**config.mk**
```make
export PLATFORM = sky130hd
export DESIGN_NAME = seq_detect_prog
export DESIGN_NICKNAME = d
export VERILOG_FILES = /design/src/rtl/seq_detect_prog.sv
export SDC_FILE = /design/constraint.sdc
export NUM_CORES = 1
export LEC_CHECK = 0
export BUFFER_PORTS_ARGS = -buffer_cell sky130_fd_sc_hd__buf_2
export CAP_MARGIN = 20
export CORE_MARGIN = 2
export CORE_UTILIZATION = 45
export CTS_CLUSTER_DIAMETER = 80
export DETAILED_ROUTE_END_ITERATION = 8
export PLACE_DENSITY = 0.68
export RECOVER_POWER = 50
export SYNTH_ARGS = -nofsm -noshare
export SYNTH_HDL_FRONTEND = slang
export SYNTH_SLANG_ARGS = --single-unit
```
**constraint.sdc**
```tcl
create_clock -name clk -period 2.6 [get_ports clk]
set_clock_uncertainty 0.2 [all_clocks]
set_input_delay 0 -clock clk [delete_from_list [all_inputs] [get_ports clk]]
set_output_delay 0 -clock clk [all_outputs]
set_load 0.05 [all_outputs]
```
**src/rtl/seq_detect_prog.sv**
```systemverilog
// Programmable serial pattern detector: compares the last LEN sampled bits against a
// run-time pattern/care-mask pair, with overlapping or restarting matching and a saturating count.
module seq_detect_prog #(
  parameter int             LEN      = 8,
  parameter logic [LEN-1:0] PAT_RST  = LEN'(8'h55),
  parameter logic [LEN-1:0] MASK_RST = {LEN{1'b1}},
  parameter int             CNT_W    = 8,
  localparam int            FILL_W   = $clog2(LEN + 1)
) (
  input  logic              clk,
  input  logic              rst,
  input  logic              en_i,
  input  logic              din_i,
  input  logic              overlap_i,
  input  logic              load_i,
  input  logic [LEN-1:0]    pat_i,
  input  logic [LEN-1:0]    mask_i,
  input  logic              clr_cnt_i,
  output logic              flag_o,
  output logic [CNT_W-1:0]  match_cnt_o,
  output logic [FILL_W-1:0] fill_o
);

  localparam logic [FILL_W-1:0] FILL_FULL = FILL_W'(LEN);
  localparam logic [CNT_W-1:0]  CNT_MAX   = {CNT_W{1'b1}};

  logic [LEN-1:0]    hist_q, hist_d;
  logic [LEN-1:0]    pat_q;
  logic [LEN-1:0]    mask_q;
  logic [FILL_W-1:0] fill_q, fill_d;
  logic [CNT_W-1:0]  cnt_q;
  logic              flag_q;
  logic              match;

  // Match is judged on the window as it will look after this edge's sample.
  always_comb begin
    hist_d = {hist_q[LEN-2:0], din_i};
    fill_d = (fill_q == FILL_FULL) ? FILL_FULL : fill_q + FILL_W'(1);
    match  = en_i && !load_i && (fill_d == FILL_FULL) &&
             (((hist_d ^ pat_q) & mask_q) == '0);
  end

  always_ff @(posedge clk or posedge rst) begin
    if (rst) begin
      hist_q <= '0;
      fill_q <= '0;
      flag_q <= 1'b0;
      pat_q  <= PAT_RST;
      mask_q <= MASK_RST;
    end else if (load_i) begin
      pat_q  <= pat_i;
      mask_q <= mask_i;
      hist_q <= '0;
      fill_q <= '0;
      flag_q <= 1'b0;
    end else if (en_i) begin
      hist_q <= hist_d;
      // Non-overlapping mode restarts the window so the next match needs LEN fresh bits.
      fill_q <= (match && !overlap_i) ? '0 : fill_d;
      flag_q <= match;
    end else begin
      flag_q <= 1'b0;
    end
  end

  always_ff @(posedge clk or posedge rst) begin
    if (rst) begin
      cnt_q <= '0;
    end else if (clr_cnt_i) begin
      cnt_q <= match ? CNT_W'(1) : '0;
    end else if (match && (cnt_q != CNT_MAX)) begin
      cnt_q <= cnt_q + CNT_W'(1);
    end
  end

  assign flag_o      = flag_q;
  assign match_cnt_o = cnt_q;
  assign fill_o      = fill_q;

endmodule

```
==> flow_summary.toml, run 1 <==
[status]
status = "completed"

[final_layout]
antenna_cells = 0
final_common_cell = "buf_2"
final_cells = 264
layout.nets = 241
drive_gt1_frac = 0.356
syn_to_final_growth_pct = 33.6
finish.utilization = 0.627
final_cell_mix = "buf_2, dlygate4sd3_1, dfrtp_1"

[yosys]
synth_compound_area_frac = 0.0876
synth_top_family_by_area = "multiplexers"
yosys.area_share.xor_xnor = 0.0456
synth_seq_cells = 36
ys_warn_count = 0
synth_area_per_cell_um2 = 11.4
syn_area_mm2 = 0.00173
ys_types = 35
synth-simple-area-share = 0.130
syn-num-nets = 178
synth_fa_ha_area_frac = 0.0217
yosysSeqAreaShare = 0.530
synthCells = 152
synthMuxAreaShare = 0.157

[placed_design]
place_inst = 231
place_hpwl_mm = 2.40
io_buffers = 35
routabilityCongestion = 0.946

[worst_setup_path]
critPathCaptureType = "flop"
cp_max_fo = 7
worstPathRequired_ns = 2.61
crit_chain = "inv_1 > ha_1 > and2_4 > o21ai_1 > a221o_1 > a2111o_1 > or4_1 > a21oi_1"
start_kind = "flop"
max_stage_delay_ns = 0.52
critical_path_arrival_ns = 2.54
slowest_stage = "or4_1"
path_class = "flop to flop"

[grt]
track_usage = 0.186
grt-ovfl-total = 0
antenna_found_initial = 0
grt_pass1_vias = 1422
grt_pass1_wl_mm = 6.11
grt_max_degree = 37

[power_and_ir_drop]
clkPwrFrac = 0.381
power.switching_uw = 280
intPower_uw = 969
p_comb_frac = 0.119
vdd_drop_max_mv = 0.306
p_leak_nw = 1.09
sequentialPowerShare = 0.500
sw_frac_of_total = 0.224
p_per_area_mw_per_mm2 = 540
finalPower_mw = 1.25

[floorplan]
coreArea_mm2 = 0.00369
io_pins = 36
chipHeight_um = 66.0
die_w_um = 66.0
dieArea_mm2 = 0.00435
start_util = 0.469
num_rows = 22

[sta]
hold_viol = 0
worst_pin_slew_ns = 0.864
slew_viol_final = 0
min_period_ns = 2.52
finalSetupViolCount = 0
slew-limit-headroom = 0.424
max_freq_ghz = 0.396
fin_crit_sh = 0.971

[drt]
drt_first_pass_iters = 4
viasPerCell = 5.19
ant_nets = 0
vias = 1369
routedWlPerCell_um = 13.7
drt-total-wl_mm = 3.61
drt-initial-drc-count = 96
remaining_drc_errors = 0

[clocking]
cts_made_buffers = 5
root_buffer = "clkbuf_8"
path_clk_slew_ns = 0.07
clkSinkCount = 36
max-clock-path-buffers = 2
htree_levels = 2
insertion_delay_ns = 0.29
cts_tree = "done"

[worst_hold_path]
hp-class = "input port to flop"

[flow_run]
cap_viol_max_count = 0
## cell type report
class,count,area [um2]
sequential,36,918
clock inverter,2,35.0
fill,322,1380
inverter,6,22.5
clock buffer,6,72.6
multi-input combinational,103,763
timing repair buffer,63,439
tap,48,60.1
## state kept, by name, indices dropped and copies added (netlist names)
register	count
mask_q	8
match_cnt_o	8
pat_q	8
hist_q	7
fill_o	4
flag_o	1
## through the flow
step	hold slack [ns]	worst slack, ns	instance area, um2	setup TNS (ns)
2_1_floorplan	-0.0533	0.0383	1730	0
3_3_place_gp	-0.0830	0.140	1960	0
3_5_place_dp	-0.0744	0.0634	1960	0
4_1_cts	0.162	0.0358	2300	0
5_1_grt	0.293	-0.0121	2310	-0.0121
6_report	0.277	0.0753	2310	0
## kinds of logic (layout without fill, tap and decap cells)
kind of cell | Yosys count | in the layout
AOI/OAI and AO/OA | 24 | 24
xor gates and xnor gates | 9 | 9
adders and majority gates | 3 | 3
buffers and inverters | 13 | 77
DFF | 36 | 36
muxes | 25 | 25
and+or+nand+nor | 42 | 42
## final timing paths
path	slack, ns	start	end	cells past startpoint
setup reg to reg	0.08	fill_o[1]	match_cnt_o[3]	8
max in group asynchronous	1.30	rst	fill_o[1]	4
hold reg to reg	0.34	pat_q[1]	pat_q[1]	1
hold / removal	0.28	pat_i[6]	pat_q[6]	3
setup / recovery	0.08	fill_o[1]	match_cnt_o[3]	8
min in group asynchronous	0.32	rst	hist_q[1]	4
## critical path, delay by kind of cell (launching register included)
kind                       cells  cell delay (ns)
adders and majority gates      1             0.14
and+or+nand+nor                2             0.67
buffers and inverters          1             0.07
DFF                            1             0.44
AOI/OAI and AO/OA              4             0.92
## power groups by stage
stage | clock network (mW) | registers [mW] | logic (mW)
CTS | 0.489 | 0.626 | 0.148
floorplan | 0 | 0.637 | 0.0766
detailed placement | 0 | 0.636 | 0.123
global placement | 0 | 0.634 | 0.117
global route | 0.511 | 0.628 | 0.166
finish | 0.475 | 0.625 | 0.149
## cells in the mapped netlist
| cell | n | area, um2 |
|---|---|---|
| a2111o_1 | 1 | 11.3 |
| a21oi_1 | 9 | 45.0 |
| a221o_1 | 1 | 10.0 |
| a22oi_1 | 2 | 15.0 |
| a31oi_1 | 1 | 6.26 |
| and2_4 | 1 | 8.76 |
| and2b_1 | 1 | 7.51 |
| and3_1 | 4 | 25.0 |
| and4b_1 | 1 | 10.0 |
| buf_1 | 1 | 3.75 |
| buf_2 | 1 | 5.00 |
| clkbuf_1 | 5 | 18.8 |
| dfrtp_1 | 24 | 601 |
| dfstp_2 | 12 | 315 |
| ha_1 | 3 | 37.5 |
| inv_1 | 6 | 22.5 |
| mux2_1 | 1 | 11.3 |
| mux2_2 | 16 | 180 |
| mux2i_1 | 8 | 80.1 |
| nand2_1 | 2 | 7.51 |
| nand2b_1 | 3 | 18.8 |
| nand3_1 | 5 | 25.0 |
| nand3b_1 | 1 | 7.51 |
| nor2_1 | 14 | 52.6 |
| nor2b_1 | 1 | 6.26 |
| nor3_1 | 4 | 20.0 |
| nor3b_1 | 1 | 7.51 |
| o2111ai_1 | 1 | 8.76 |
| o21ai_0 | 4 | 20.0 |
| o21ai_1 | 1 | 5.00 |
| o31ai_1 | 4 | 30.0 |
| or3_1 | 2 | 12.5 |
| or4_1 | 2 | 15.0 |
| xnor2_1 | 1 | 8.76 |
| xor2_1 | 8 | 70.1 |
## routing by layer
| layer | GRT usage | share of wire | vias to the layer above |
|---|---|---|---|
| met4 | 0.0867 | 0.018 | 0 |
| met2 | 0.311 | 0.50 | 33 |
| met1 | 0.225 | 0.44 | 670 |
| li1 | - | - | 659 |
| met3 | 0.0460 | 0.048 | 7 |
| met5 | 0 | 0 | - |
## repair_timing
action	in CTS	in global routing
setup buffers	0	2
hold buffers	23	0
gates resized for setup	0	0
setup endpoints to repair	0	3
endpoints found under the hold margin	69	0
Note: power is estimated with default switching activity, not from simulation.
==> run 2: changes to the inputs <==
Settings changed: GPL_TIMING_DRIVEN from default to 0.
==> flow_summary.toml, run 2 (same netlist as run 1, synthesis figures left out) <==
[clocking]
insertion_delay_ns = 0.29
path_clk_slew_ns = 0.08
cts_made_buffers = 5
max-clock-path-buffers = 2
clkSinkCount = 36
htree_levels = 2
root_buffer = "clkbuf_8"
cts_tree = "done"

[drt]
remaining_drc_errors = 0
drt-initial-drc-count = 83
ant_nets = 0
drt-total-wl_mm = 3.64
vias = 1359
viasPerCell = 5.11
drt_first_pass_iters = 6
routedWlPerCell_um = 13.7

[power_and_ir_drop]
vdd_drop_max_mv = 0.450
p_leak_nw = 1.04
p_per_area_mw_per_mm2 = 512
finalPower_mw = 1.18

[grt]
antenna_found_initial = 0
track_usage = 0.182
grt_max_degree = 20
grt_pass1_vias = 1328
grt-ovfl-total = 0
grt_pass1_wl_mm = 5.84

[sta]
worst_pin_slew_ns = 0.940
slew-limit-headroom = 0.373
min_period_ns = 2.48
finalSetupViolCount = 0
slew_viol_final = 0
rsz0062_at_grt = "no"
whs_ns = 0.0882
max_freq_ghz = 0.404
fin_crit_sh = 0.952
hold_viol = 0

[floorplan]
dieArea_mm2 = 0.00435
die_w_um = 66.0
num_rows = 22
chipHeight_um = 66.0
start_util = 0.469
coreArea_mm2 = 0.00369
io_pins = 36

[final_layout]
final_common_cell = "buf_2"
layout.nets = 243
final_cell_mix = "buf_2, dfrtp_1, dlygate4sd3_1"
finish.utilization = 0.626
num-fill-cells = 324
multi_input_area_um2 = 788
syn_to_final_growth_pct = 33.4
antenna_cells = 0
register_area_um2 = 918
drive_gt1_frac = 0.303

[worst_hold_path]
hp-class = "input port to flop"
min_to = "mask_q[7]"
min-delay-start = "load_i"
hold_depth = 2

[placed_design]
io_buffers = 33
place_hpwl_mm = 2.46
routabilityCongestion = 0.798

[worst_setup_path]
cp_max_fo = 10
r2r_slack_ns = 0.12
path_class = "flop to flop"
reg2reg_depth = 9
critPathCaptureType = "flop"
r2r_end = "match_cnt_o[4]"
reg2reg_from = "fill_o[0]"
critical_path_arrival_ns = 2.44
start_kind = "flop"
worstPathRequired_ns = 2.56

[status]
status = "completed"

[flow_run]
cap_viol_max_count = 0
==> run 2: changes by cell type in the layout (fill, tap and decap cells not counted), sizes merged <==
cell	before	now
buf	38	27
bufinv	1	0
clkbuf	8	22
clkinv	1	2
dlygate4sd3	23	22
==> run 2: through the flow <==
step,cells,cell area (um2),setup TNS (ns),worst slack [ns]
global placement,233,1960,0,0.0272
global route,266,2310,0,0.0293
detailed placement,234,1980,-0.0340,-0.0340
floorplan,152,1730,0,0.0383
CTS,265,2310,0,0.00868
finish,266,2310,0,0.124
==> run 2: worst max-delay path by stage <==
stage / startpoint / to / slack, ns / depth (start not counted)
finish: fill_o[0] / match_cnt_o[4] / 0.12 / 9
detailed placement: fill_o[0] / match_cnt_o[4] / -0.03 / 9
CTS: fill_o[1] / match_cnt_o[4] / 0.009 / 9
global route: fill_o[0] / match_cnt_o[4] / 0.03 / 9
floorplan: fill_o[3] / match_cnt_o[4] / 0.04 / 7
global placement: fill_o[0] / match_cnt_o[4] / 0.03 / 9
==> run 2: layer usage <==
metal | GRT usage | routed length (um) | share of wire
met2 | 0.284 | 1760 | 0.48
met3 | 0.0460 | 152 | 0.042
met5 | 0 | 0 | 0
met4 | 0.0791 | 53 | 0.015
met1 | 0.241 | 1680 | 0.46
==> run 2: layout make-up <==
class / instances / area share
plain buffers: 7 / 0.0146
clock buffers: 6 / 0.0358
clock inverters: 2 / 0.00434
inverters: 6 / 0.00976
multi-input cells: 103 / 0.342
flip-flops and latches: 36 / 0.398
well taps: 48 / 0.0260
repair buffers: 58 / 0.170
==> run 2: repair_timing <==
item                                   4_1_cts  5_1_grt
pin swaps                                    0        1
hold buffers                                22        0
setup endpoints to repair                    1        2
endpoints found under the hold margin       39        0
gates resized for setup                      1        7
setup buffers                                1        1
==> run 2: critical path, cell delays in order, from the launching register on <==
cell,delay [ns]
dfrtp_2,0.43
inv_1,0.06
ha_1,0.13
and2_4,0.14
o21ai_1,0.09
a221o_1,0.28
a2111o_1,0.34
buf_6,0.16
nor3_4,0.17
mux2_1,0.35
==> run 2: power by group <==
part	switching, mW	internal [mW]	total (mW)
combinational	0.0702	0.0825	0.153
sequential	0.0208	0.602	0.623
clock	0.194	0.211	0.406
total	0.285	0.896	1.18
==> run 3: changes to the inputs <==
Settings changed: RECOVER_POWER 50 to 100.
==> flow_summary.toml, run 3 (same netlist as run 1, synthesis figures left out) <==
[drt]
vias = 1357
drt_first_pass_iters = 6
remaining_drc_errors = 0
ant_nets = 0
drt-initial-drc-count = 83
routedWlPerCell_um = 13.7
viasPerCell = 5.10
drt-total-wl_mm = 3.65

[grt]
grt_pass1_vias = 1328
antenna_found_initial = 0
grt_max_degree = 20
track_usage = 0.182
grt-ovfl-total = 0
grt_pass1_wl_mm = 5.84

[sta]
slew_viol_final = 0
max_freq_ghz = 0.404
fin_crit_sh = 0.952
worst_slack_ns = 0.125
rsz0062_at_grt = "no"
finalSetupViolCount = 0
hold_viol = 0
worst_pin_slew_ns = 0.941
slew-limit-headroom = 0.373
min_period_ns = 2.47

[clocking]
insertion_delay_ns = 0.29
max-clock-path-buffers = 2
root_buffer = "clkbuf_8"
clkSinkCount = 36
cts_tree = "done"
htree_levels = 2
path_clk_slew_ns = 0.08
cts_made_buffers = 5

[worst_setup_path]
max_stage_delay_ns = 0.43
path_buf_inv = 2
path_depth = 9
slowest_stage = "dfrtp_2"
crit_end = "match_cnt_o[4]"
critPathCaptureType = "flop"
reg2reg_depth = 9
critPathLaunch = "fill_o[0]"
cp_max_fo = 10
reg2reg_from = "fill_o[0]"
crit_chain = "inv_1 > ha_1 > and2_4 > o21ai_1 > a221o_1 > a2111o_1 > buf_6 > nor3_4 > mux2_1"
r2r_slack_ns = 0.13
start_kind = "flop"
path_class = "flop to flop"
r2r_end = "match_cnt_o[4]"
worstPathRequired_ns = 2.56
critical_path_arrival_ns = 2.44
critPathTopFamily = "compound AO/OA/AOI/OAI gates"

[placed_design]
routabilityCongestion = 0.798
io_buffers = 33
place_hpwl_mm = 2.46
place_worst_setup_slack_ns = -0.0340

[floorplan]
dieArea_mm2 = 0.00435
chipHeight_um = 66.0
io_pins = 36
start_util = 0.469
num_rows = 22
die_w_um = 66.0
coreArea_mm2 = 0.00369

[power_and_ir_drop]
vdd_drop_max_mv = 0.450
p_leak_nw = 1.03
finalPower_mw = 1.18
p_per_area_mw_per_mm2 = 513

[status]
status = "completed"

[final_layout]
layout.nets = 243
num-fill-cells = 328
antenna_cells = 0
final_cell_mix = "dfrtp_1, dlygate4sd3_1, clkbuf_1"
drive_gt1_frac = 0.284
syn_to_final_growth_pct = 33.1

[flow_run]
cap_viol_max_count = 0

[worst_hold_path]
hp-class = "input port to flop"
[run 3: power breakdown]
part / leakage [nW] / total, mW / switching, mW / internal [mW]
logic: 0.529 / 0.152 / 0.0704 / 0.0816
clock network: 0.0510 / 0.405 / 0.194 / 0.211
registers: 0.446 / 0.623 / 0.0208 / 0.602
total: 1.03 / 1.18 / 0.285 / 0.895
[run 3: layout make-up]
class | count | area (um2) | area share
clock buffer | 6 | 82.6 | 0.0359
timing repair buffer | 58 | 387 | 0.168
multi-input combinational | 103 | 788 | 0.342
clock inverter | 2 | 10.0 | 0.00435
buffer | 7 | 33.8 | 0.0147
sequential | 36 | 918 | 0.399
tap | 48 | 60.1 | 0.0261
inverter | 6 | 22.5 | 0.00978
[run 3: how the worst min path moves through the flow]
stage                     cells after the start  slack [ns]  startpoint              to
after global placement                        2        0.03   mask_i[5]       mask_q[5]
after CTS                                     2        0.09      load_i        pat_q[4]
after global routing                          2         0.1      load_i       mask_q[7]
after detailed placement                      2       -0.03         rst  match_cnt_o[2]
after floorplan                               2       -0.05   overlap_i       fill_o[3]
final                                         2        0.09      load_i       mask_q[7]
[run 3: per-layer routing]
metal / routed length (um) / vias up / GRT usage / part of all wire
li1: - / 667 / - / -
met5: 0 / - / 0 / 0
met4: 53 / 0 / 0.0791 / 0.015
met3: 155 / 5 / 0.0460 / 0.042
met1: 1690 / 656 / 0.241 / 0.46
met2: 1750 / 29 / 0.284 / 0.48
[run 3: repair_timing]
item,4_1_cts,5_1_grt
buffers inserted,1,1
setup endpoints to repair,1,2
hold endpoints to repair,39,0
hold buffers,22,0
resized for setup,1,7
pin swaps,0,1
[run 3: through the flow]
stage	area, um2	cells	util	hold WS [ns]	TNS (ns)
after floorplan	1730	152	-	-0.0533	0
after global placement	1960	233	0.531	0.0330	0
after detailed placement	1980	234	0.538	-0.0310	-0.0340
after CTS	2310	265	0.626	0.0886	0
after global routing	2300	266	0.624	0.0977	0
final	2300	266	0.624	0.0898	0
